===== config.mk =====
export PLATFORM = sky130hd
export DESIGN_NAME = hachure_gpio_flat
export DESIGN_NICKNAME = d
export VERILOG_FILES = /design/src/rtl/hachure_gpio_if.sv /design/src/rtl/hachure_gpio.sv /design/src/flat_wrapper.sv
export SDC_FILE = /design/constraint.sdc
export NUM_CORES = 1
export LEC_CHECK = 0
export ABC_AREA = 0
export ABC_CLOCK_PERIOD_IN_PS = 2300
export BUFFER_PORTS_ARGS = -buffer_cell sky130_fd_sc_hd__buf_2
export CAP_MARGIN = 20
export CORE_MARGIN = 1.5
export CORE_UTILIZATION = 50
export CTS_CLUSTER_DIAMETER = 150
export DETAILED_ROUTE_END_ITERATION = 10
export PLACE_DENSITY = 0.78
export SYNTH_ARGS = -nofsm -noshare
export SYNTH_HDL_FRONTEND = slang
export SYNTH_SLANG_ARGS = --single-unit

===== constraint.sdc =====
create_clock -name clk_i -period 2.3 [get_ports clk_i]
set_input_delay 0.115 -clock clk_i [delete_from_list [all_inputs] [get_ports clk_i]]
set_output_delay 0.115 -clock clk_i [all_outputs]
set_load 0.1 [all_outputs]

===== src/rtl/hachure_gpio_if.sv =====
// Wishbone classic slave bus bundle for the hachure_gpio register block.
// Signal names follow the slave's point of view (_i into the block, _o out of it).
`timescale 1ns/1ps
interface hachure_gpio_if;
    logic        wb_cyc_i;
    logic        wb_stb_i;
    logic        wb_we_i;
    logic [3:0]  wb_adr_i;
    logic [31:0] wb_dat_i;
    logic [3:0]  wb_sel_i;
    logic [31:0] wb_dat_o;
    logic        wb_ack_o;

    modport master (
        output wb_cyc_i, wb_stb_i, wb_we_i, wb_adr_i, wb_dat_i, wb_sel_i,
        input  wb_dat_o, wb_ack_o
    );

    modport slave (
        input  wb_cyc_i, wb_stb_i, wb_we_i, wb_adr_i, wb_dat_i, wb_sel_i,
        output wb_dat_o, wb_ack_o
    );
endinterface


===== src/rtl/hachure_gpio.sv =====
// GPIO block with pad control registers, 2-flop input synchroniser and
// per-bit edge interrupts, behind a single-cycle-ack Wishbone classic slave.
`timescale 1ns/1ps
module hachure_gpio #(
    parameter int NUM_GPIO = 4
) (
    input  logic                clk_i,
    input  logic                rst_i,
    hachure_gpio_if.slave       wb,
    input  logic [NUM_GPIO-1:0] gpi_i,
    output logic [NUM_GPIO-1:0] gpo_o,
    output logic [NUM_GPIO-1:0] gpeo_o,
    output logic [NUM_GPIO-1:0] gpcs_o,
    output logic [NUM_GPIO-1:0] gpsl_o,
    output logic [NUM_GPIO-1:0] gppu_o,
    output logic [NUM_GPIO-1:0] gppd_o,
    output logic                irq_o
);

    typedef logic [NUM_GPIO-1:0] gpio_t;

    localparam gpio_t      GPIO_ZERO = {NUM_GPIO{1'b0}};
    localparam logic [3:0] ADR_GPO   = 4'd0;
    localparam logic [3:0] ADR_GPEO  = 4'd1;
    localparam logic [3:0] ADR_GPCS  = 4'd2;
    localparam logic [3:0] ADR_GPSL  = 4'd3;
    localparam logic [3:0] ADR_GPPU  = 4'd4;
    localparam logic [3:0] ADR_GPPD  = 4'd5;
    localparam logic [3:0] ADR_GPI   = 4'd6;
    localparam logic [3:0] ADR_IEN   = 4'd7;
    localparam logic [3:0] ADR_IEDG  = 4'd8;
    localparam logic [3:0] ADR_IPND  = 4'd9;

    function automatic logic [31:0] zext(input gpio_t v);
        zext = {{(32-NUM_GPIO){1'b0}}, v};
    endfunction

    gpio_t       r_gpo, r_gpeo, r_gpcs, r_gpsl, r_gppu, r_gppd;
    gpio_t       r_irq_en, r_irq_edge, r_irq_pend;
    gpio_t       r_sync1, r_sync2, r_prev;
    logic [1:0]  r_arm_cnt;
    logic        r_ack;
    logic [31:0] r_dat;

    logic        w_req;
    logic        w_wr;
    logic        w_armed;
    gpio_t       w_wdata;
    gpio_t       w_rise, w_fall, w_evt, w_w1c;
    logic [31:0] w_rdata;
    logic        w_unused;

    // A new transfer starts only when the previous ack has been retired.
    assign w_req   = wb.wb_cyc_i & wb.wb_stb_i & ~r_ack;
    assign w_wr    = w_req & wb.wb_we_i & wb.wb_sel_i[0];
    assign w_wdata = wb.wb_dat_i[NUM_GPIO-1:0];
    assign w_armed = (r_arm_cnt == 2'd3);
    assign w_rise  = r_sync2 & ~r_prev;
    assign w_fall  = ~r_sync2 & r_prev;
    assign w_unused = &{1'b0, wb.wb_sel_i[3:1], wb.wb_dat_i[31:NUM_GPIO]};

    // Read data mux over the register map.
    always_comb begin
        w_rdata = 32'd0;
        case (wb.wb_adr_i)
            ADR_GPO:  w_rdata = zext(r_gpo);
            ADR_GPEO: w_rdata = zext(r_gpeo);
            ADR_GPCS: w_rdata = zext(r_gpcs);
            ADR_GPSL: w_rdata = zext(r_gpsl);
            ADR_GPPU: w_rdata = zext(r_gppu);
            ADR_GPPD: w_rdata = zext(r_gppd);
            ADR_GPI:  w_rdata = zext(r_sync2);
            ADR_IEN:  w_rdata = zext(r_irq_en);
            ADR_IEDG: w_rdata = zext(r_irq_edge);
            ADR_IPND: w_rdata = zext(r_irq_pend);
            default:  w_rdata = 32'd0;
        endcase
    end

    // Edge events, selected per bit by IRQ_EDGE, suppressed until armed.
    always_comb begin
        w_evt = GPIO_ZERO;
        if (w_armed) begin
            w_evt = (w_rise & r_irq_edge) | (w_fall & ~r_irq_edge);
        end else begin
            w_evt = GPIO_ZERO;
        end
    end

    // Write-one-to-clear mask for the pending register.
    always_comb begin
        w_w1c = GPIO_ZERO;
        if (w_wr && (wb.wb_adr_i == ADR_IPND)) begin
            w_w1c = w_wdata;
        end else begin
            w_w1c = GPIO_ZERO;
        end
    end

    // Input synchroniser, previous-value stage and post-reset arming counter.
    always_ff @(posedge clk_i) begin
        if (rst_i) begin
            r_sync1   <= GPIO_ZERO;
            r_sync2   <= GPIO_ZERO;
            r_prev    <= GPIO_ZERO;
            r_arm_cnt <= 2'd0;
        end else begin
            r_sync1 <= gpi_i;
            r_sync2 <= r_sync1;
            r_prev  <= r_sync2;
            if (!w_armed) begin
                r_arm_cnt <= r_arm_cnt + 2'd1;
            end else begin
                r_arm_cnt <= r_arm_cnt;
            end
        end
    end

    // Bus handshake: ack one cycle after request, read data captured with it.
    always_ff @(posedge clk_i) begin
        if (rst_i) begin
            r_ack <= 1'b0;
            r_dat <= 32'd0;
        end else begin
            r_ack <= w_req;
            if (w_req && !wb.wb_we_i) begin
                r_dat <= w_rdata;
            end else begin
                r_dat <= 32'd0;
            end
        end
    end

    // Control register writes land on the edge that raises the ack.
    always_ff @(posedge clk_i) begin
        if (rst_i) begin
            r_gpo      <= GPIO_ZERO;
            r_gpeo     <= GPIO_ZERO;
            r_gpcs     <= GPIO_ZERO;
            r_gpsl     <= GPIO_ZERO;
            r_gppu     <= GPIO_ZERO;
            r_gppd     <= GPIO_ZERO;
            r_irq_en   <= GPIO_ZERO;
            r_irq_edge <= GPIO_ZERO;
        end else if (w_wr) begin
            case (wb.wb_adr_i)
                ADR_GPO:  r_gpo      <= w_wdata;
                ADR_GPEO: r_gpeo     <= w_wdata;
                ADR_GPCS: r_gpcs     <= w_wdata;
                ADR_GPSL: r_gpsl     <= w_wdata;
                ADR_GPPU: r_gppu     <= w_wdata;
                ADR_GPPD: r_gppd     <= w_wdata;
                ADR_IEN:  r_irq_en   <= w_wdata;
                ADR_IEDG: r_irq_edge <= w_wdata;
                default:  r_gpo      <= r_gpo;
            endcase
        end else begin
            r_gpo <= r_gpo;
        end
    end

    // Pending bits: an event in the same cycle as a clear keeps the bit set.
    always_ff @(posedge clk_i) begin
        if (rst_i) begin
            r_irq_pend <= GPIO_ZERO;
        end else begin
            r_irq_pend <= (r_irq_pend & ~w_w1c) | w_evt;
        end
    end

    assign wb.wb_ack_o = r_ack;
    assign wb.wb_dat_o = r_dat;
    assign gpo_o       = r_gpo;
    assign gpeo_o      = r_gpeo;
    assign gpcs_o      = r_gpcs;
    assign gpsl_o      = r_gpsl;
    assign gppu_o      = r_gppu;
    assign gppd_o      = r_gppd & ~r_gppu;
    assign irq_o       = |(r_irq_pend & r_irq_en);

endmodule


===== src/flat_wrapper.sv =====
// flat-port wrapper written by rule: the top's interface ports become plain ports
module hachure_gpio_flat 
#(
    parameter int NUM_GPIO = 4
)
  (clk_i, rst_i, gpi_i, gpo_o, gpeo_o, gpcs_o, gpsl_o, gppu_o, gppd_o, irq_o, wb_wb_cyc_i, wb_wb_stb_i, wb_wb_we_i, wb_wb_adr_i, wb_wb_dat_i, wb_wb_sel_i, wb_wb_dat_o, wb_wb_ack_o);
  hachure_gpio_if wb_i ();
  input  logic clk_i;
  input  logic rst_i;
  input  logic [NUM_GPIO-1:0] gpi_i;
  output logic [NUM_GPIO-1:0] gpo_o;
  output logic [NUM_GPIO-1:0] gpeo_o;
  output logic [NUM_GPIO-1:0] gpcs_o;
  output logic [NUM_GPIO-1:0] gpsl_o;
  output logic [NUM_GPIO-1:0] gppu_o;
  output logic [NUM_GPIO-1:0] gppd_o;
  output logic irq_o;
  input wire logic [$bits(wb_i.wb_cyc_i)-1:0] wb_wb_cyc_i;
  input wire logic [$bits(wb_i.wb_stb_i)-1:0] wb_wb_stb_i;
  input wire logic [$bits(wb_i.wb_we_i)-1:0] wb_wb_we_i;
  input wire logic [$bits(wb_i.wb_adr_i)-1:0] wb_wb_adr_i;
  input wire logic [$bits(wb_i.wb_dat_i)-1:0] wb_wb_dat_i;
  input wire logic [$bits(wb_i.wb_sel_i)-1:0] wb_wb_sel_i;
  output wire logic [$bits(wb_i.wb_dat_o)-1:0] wb_wb_dat_o;
  output wire logic [$bits(wb_i.wb_ack_o)-1:0] wb_wb_ack_o;
  assign wb_i.wb_cyc_i = wb_wb_cyc_i;
  assign wb_i.wb_stb_i = wb_wb_stb_i;
  assign wb_i.wb_we_i = wb_wb_we_i;
  assign wb_i.wb_adr_i = wb_wb_adr_i;
  assign wb_i.wb_dat_i = wb_wb_dat_i;
  assign wb_i.wb_sel_i = wb_wb_sel_i;
  assign wb_wb_dat_o = wb_i.wb_dat_o;
  assign wb_wb_ack_o = wb_i.wb_ack_o;
  hachure_gpio #(.NUM_GPIO(NUM_GPIO)) u_core (.clk_i(clk_i), .rst_i(rst_i), .wb(wb_i), .gpi_i(gpi_i), .gpo_o(gpo_o), .gpeo_o(gpeo_o), .gpcs_o(gpcs_o), .gpsl_o(gpsl_o), .gppu_o(gppu_o), .gppd_o(gppd_o), .irq_o(irq_o));
endmodule

==> flow_summary.yaml, run 1 <==
yosys:
  seq_area_frac_synth_pct: 38.5
  ys_types: 46
  yosysWarnings: 0
  synth-seq-cells: 55
  syn_inst: 301
  syn_area_per_cell_um2: 9.50
  synth_edf_count: 0
  synth_area_mm2: 0.00286
  synth_ff_type: "dfxtp_1"
  async_flop_share_pct: 0
routing:
  vias: 2171
  wl_um: 6040
  ant_nets: 0
  wire_per_inst_um: 14.7
  vias_per_cell: 5.27
  drc: 0
  first_pass_iters: 5
  drt_iter0_drc: 184
grt:
  antenna_found_initial: 0
  grt_max_degree: 31
  overflow: 0
  track_usage_pct: 19.7
  grt_pass1_wl_um: 9390
  grt_util_met1_pct: 27.2
  grtUsageMet3_pct: 4.42
  busiest_layer: "met2"
  use_met2_pct: 30.9
  grt_pass1_vias: 1815
power:
  p_int_mw: 1.25
  p_sw_mw: 0.654
  leakagePower_nw: 1.26
  comb_power_share_pct: 19.3
  power_density_mw_per_mm2: 611
  p_clk_share_pct: 29.0
  max-vdd-ir-drop_mv: 0.435
  seq_power_share_pct: 51.7
  switching_share_pct: 34.4
critical_path:
  regToRegSetupSlack_ps: 670
  critPathKind: "flop to flop"
  worstReg2RegStart: "u_core.wb.wb_ack_o"
  end_kind: "flop"
  worstPathRequired_ps: 2500
  startpoint: "u_core.wb.wb_ack_o"
  cp-start-kind: "flop"
  cp_max_fo: 10
  arrival_ps: 1830
floorplan:
  fp.dieW_um: 78.6
  initial_core_util_pct: 51.9
  die-area_mm2: 0.00618
  die_y_um: 78.6
  fp.coreArea_mm2: 0.00551
  row_count: 27
  io-pin-count: 107
timing:
  fin_crit_sh_pct: 70.7
  maxSlewViolCount: 0
  setup_viol: 0
  final.setup_skew_ps: 9.71
  finalCriticalPeriod_ps: 1630
  relSlewSlack_pct: 66.3
  finalHoldViolations: 0
  rsz0062_at_grt: "false"
  fmax_mhz: 615
  worstMarginPinSlew_ps: 502
  tns_ps: 0
cells_and_area:
  layout-drive-gt1-share_pct: 22.1
  area_growth_pct: 8.66
  utilization_pct: 56.4
  diodes: 0
  final_nets: 389
outcome:
  outcome: "finished, final reports clean"
clock_network:
  clk_latency_ps: 310
  cts_resized: 0
  path_clk_slew_ps: 110
  root_buffer: "clkbuf_8"
  cts_buffer_depth: 2
  htreeDepth: 2
  cts_tree: "yes"
  cts_buffers: 5
  cts_sinks: 55
worst_hold_path:
  hold_path_startpoint: "wb_wb_we_i"
  hold_path_class: "input port to flop"
placement:
  place_congestion: 0.854
  hpwl_um: 4330
  port_buffers: 47
run:
  cap_viol_max_count: 0
## area by class of cell
type	instances	area [µm²]
fillers	473	2400
well taps	72	90.1
multi-input cells	220	1520
repair buffers	52	283
inverters	5	18.8
clock inverters	3	25.0
flip-flops and latches	55	1100
clock buffers	5	68.8
## per-stage QoR
stage	area, µm²	worst slack [ps]	cells	hold WS [ps]	total power, mW
after floorplan	2960	49.0	328	243	1.37
after global routing	3110	544	412	201	1.97
after global placement	2970	593	400	326	1.36
after detailed placement	2970	610	400	330	1.36
final	3110	673	412	204	1.90
after CTS	3110	652	412	189	1.91
## Yosys cell counts, types with 2 or more instances
cell type,instances,area (µm²)
a31oi_1,6,37.5
dfxtp_1,55,1100
nor3_1,3,15.0
buf_6,3,33.8
buf_4,28,210
mux2i_1,36,360
clkbuf_1,7,26.3
a21oi_1,8,40.0
nor2b_1,21,131
o21ai_0,9,45.0
nand2_1,10,37.5
o21bai_1,2,15.0
clkbuf_2,4,20.0
a22oi_1,5,37.5
mux2_2,5,56.3
inv_1,5,18.8
nand3_1,3,15.0
nand3b_1,4,30.0
nor2_1,40,150
nor3b_1,6,45.0
nand2b_1,4,25.0
nor4_4,7,149
buf_2,6,30.0
a32o_1,2,20.0
## power by group through the flow
stage               Clock, mW  Sequential, mW  Combinational, mW
floorplan                   0            1.01              0.356
global placement            0            1.00              0.355
detailed placement          0            1.00              0.359
CTS                     0.559           0.982              0.365
global route            0.597           0.985              0.384
finish                  0.551           0.982              0.366
## sequential cells by signal, indices dropped and copies added, names as in the netlist
signal / cells
u_core.r_irq_edge: 4
u_core.r_sync2: 4
u_core.r_arm_cnt: 2
u_core.r_sync1: 4
u_core.r_irq_en: 4
u_core.gppu_o: 4
u_core.r_prev: 4
u_core.gpsl_o: 4
u_core.r_irq_pend: 4
u_core.wb.wb_ack_o: 1
u_core.r_gppd: 4
u_core.gpcs_o: 4
u_core.wb.wb_dat_o: 4
u_core.gpeo_o: 4
u_core.gpo_o: 4
## metal layers
layer | share of wire (%) | routed length (µm)
met5 | 0 | 0
met4 | 1.1 | 66
met3 | 7.6 | 458
met2 | 46 | 2790
met1 | 45 | 2720
## logic make-up after synthesis
logic type                 synth area share, %
AOI/OAI and AO/OA                         8.75
xor gates and xnor gates                 0.306
adders and majority gates                0.437
buffers and inverters                     11.9
DFF                                       38.5
muxes                                     14.6
other                                    0.131
and+or+nand+nor                           25.5
## layout by cell type (no fill, tap or decap), types with 2 or more instances in the layout
cell and instances:
a31oi_1 6, a22oi_1 5, a32o_1 2, o21bai_1 2
nor2_1 40, nand3b_1 4, dfxtp_1 55, nor2b_1 21
mux2i_1 36, a21oi_1 8, nand2_1 10, clkinv_4 2
o21ai_0 9, nor3b_1 6, conb_1 28, dlygate4sd3_1 4
nor4_4 7, clkbuf_8 5, mux2_2 5, nand2b_1 4
nand3_1 3, nor3_1 3, inv_1 5, buf_2 47
## path summary, 6_finish.rpt
path,depth (start not counted),endpoint
setup reg to reg,4,u_core.gpeo_o[0]
hold reg to reg,1,u_core.r_sync2[1]
setup / recovery,4,u_core.gpeo_o[0]
hold / removal,3,u_core.wb.wb_dat_o[3]
## critical path, stage by stage, from the launching register on
cell,delay [ps]
dfxtp_1,320
nand3b_4,310
nor4_4,570
mux2i_1,250
nor2_1,50
## what timing repair did
item,CTS,global route
setup endpoints to repair,0,0
buffers inserted,0,0
hold endpoints to repair,4,0
hold buffers,4,0
No activity file was read; power rests on OpenSTA's default activity.
==> run 2, diff against run 1 <==
- ABC_CLOCK_PERIOD_IN_PS: 2300 -> 1600
- CORE_UTILIZATION: 50 -> 49
- PLACE_DENSITY: 0.78 -> 0.77
- clock period: 2.3 -> 1.6 ns (I/O delays scaled with it)
==> flow_summary.yaml, run 2 (synthesis gave the netlist of run 1 again) <==
outcome:
  outcome: "finished, final reports clean"
clock_network:
  root_buffer: "clkbuf_8"
  cts_buffer_depth: 2
  clk_latency_ps: 310
  cts_buffers: 5
  path_clk_slew_ps: 100
  htreeDepth: 2
  cts_tree: "yes"
  cts_sinks: 55
power:
  power_density_mw_per_mm2: 848
  max-vdd-ir-drop_mv: 0.476
  leakagePower_nw: 1.37
  total_power_mw: 2.79
cells_and_area:
  layout_common_cells: "buf_2 (47), dfxtp_1 (43), nor2_1 (40), mux2i_1 (36), conb_1 (28)"
  final_common_cell: "buf_2"
  area_growth_pct: 15.2
  final_nets: 405
  final_area_mm2: 0.00329
  layout-drive-gt1-share_pct: 29.5
  diodes: 0
routing:
  vias: 2236
  vias_per_cell: 5.22
  ant_nets: 0
  drc: 0
  wire_per_inst_um: 14.6
  first_pass_iters: 4
  wl_um: 6250
  drt_iter0_drc: 136
grt:
  antenna_found_initial: 0
  track_usage_pct: 20.7
  overflow: 0
  grt_pass1_wl_um: 10000
  grt_max_degree: 32
  grt_pass1_vias: 2006
worst_hold_path:
  whs_path_depth: 3
  hold_path_class: "input port to flop"
timing:
  setup_viol: 0
  fin_crit_sh_pct: 92.7
  tns_ps: 0
  final.setup_skew_ps: 8.69
  maxSlewViolCount: 0
  rsz0062_at_grt: "false"
  fmax_mhz: 674
  finalCriticalPeriod_ps: 1480
  finalHoldViolations: 0
run:
  cap_viol_max_count: 0
placement:
  port_buffers: 47
  placed_area_mm2: 0.00312
  hpwl_um: 4570
  place_congestion: 0.911
critical_path:
  critPathKind: "flop to flop"
  critical_path.max_stage_delay_ps: 350
  cp_max_fo: 10
  worst_path_max_delay_cell: "dfxtp_4"
  crit_family: "simple AND/OR/NAND/NOR gates"
  arrival_ps: 1670
  end_kind: "flop"
  cp_num_buf_inv: 2
  cp-start-kind: "flop"
  worstPathCellList: "nand3b_4, buf_12, nor4b_4, buf_4, mux2i_1, nor2_1"
  cp.depth: 6
  worstPathRequired_ps: 1790
  reg2reg_depth: 6
floorplan:
  initial_core_util_pct: 51.3
  io-pin-count: 107
  row_count: 27
  fp.coreArea_mm2: 0.00557
  fp.dieW_um: 79.4
  die_y_um: 79.4
  die-area_mm2: 0.00630
## run 2: layer usage
| metal | GRT usage, % | wire length [µm] | share of wire [%] |
|---|---|---|---|
| met2 | 33.0 | 3060 | 49 |
| met3 | 3.31 | 363 | 5.8 |
| met4 | 8.95 | 105 | 1.7 |
| met1 | 27.5 | 2720 | 44 |
| met5 | 0 | 0 | 0 |
## run 2: worst reg2reg max path, cell delays in order (launching register included)
cell and delay (ps):
dfxtp_4 350, nand3b_4 160, buf_12 160, nor4b_4 250, buf_4 200, mux2i_1 200, nor2_1 50
## run 2: worst paths after layout
check / startpoint / endpoint / slack (ps)
max: u_core.wb.wb_ack_o / u_core.r_irq_edge[0] / 120
min: wb_wb_adr_i[3] / u_core.wb.wb_dat_o[3] / 130
max reg2reg: u_core.wb.wb_ack_o / u_core.r_irq_edge[0] / 120
min reg2reg: u_core.r_sync1[0] / u_core.r_sync2[0] / 440
## run 2: area by class of cell
type                    instances  area [µm²]
well taps                      72        90.1
fillers                       496        2280
repair buffers                 68         430
inverters                       5        18.8
multi-input cells             220        1540
flip-flops and latches         55        1120
clock buffers                   8         100
## run 2: where the power goes
part	total (mW)	switching [mW]	internal, mW	leakage, nW
Clock	0.831	0.435	0.396	0.0515
Combinational	0.551	0.450	0.100	0.865
Sequential	1.41	0.0169	1.39	0.452
## run 2: repair_timing
action,4_1_cts,5_1_grt
setup endpoints to repair,0,14
hold endpoints to repair,4,1
buffers inserted,0,1
hold buffers,4,1
resized for setup,0,0
## run 2: through the flow
step / hold WS, ps / setup slack, ps / util, % / std cells
global route: 132 / 23.1 / 59.1 / 428
detailed placement: 297 / 66.0 / 56.0 / 414
finish: 132 / 117 / 59.1 / 428
global placement: 290 / 103 / 56.0 / 414
floorplan: 208 / 9.63 / - / 328
CTS: 2.36 / 47.8 / 58.6 / 426
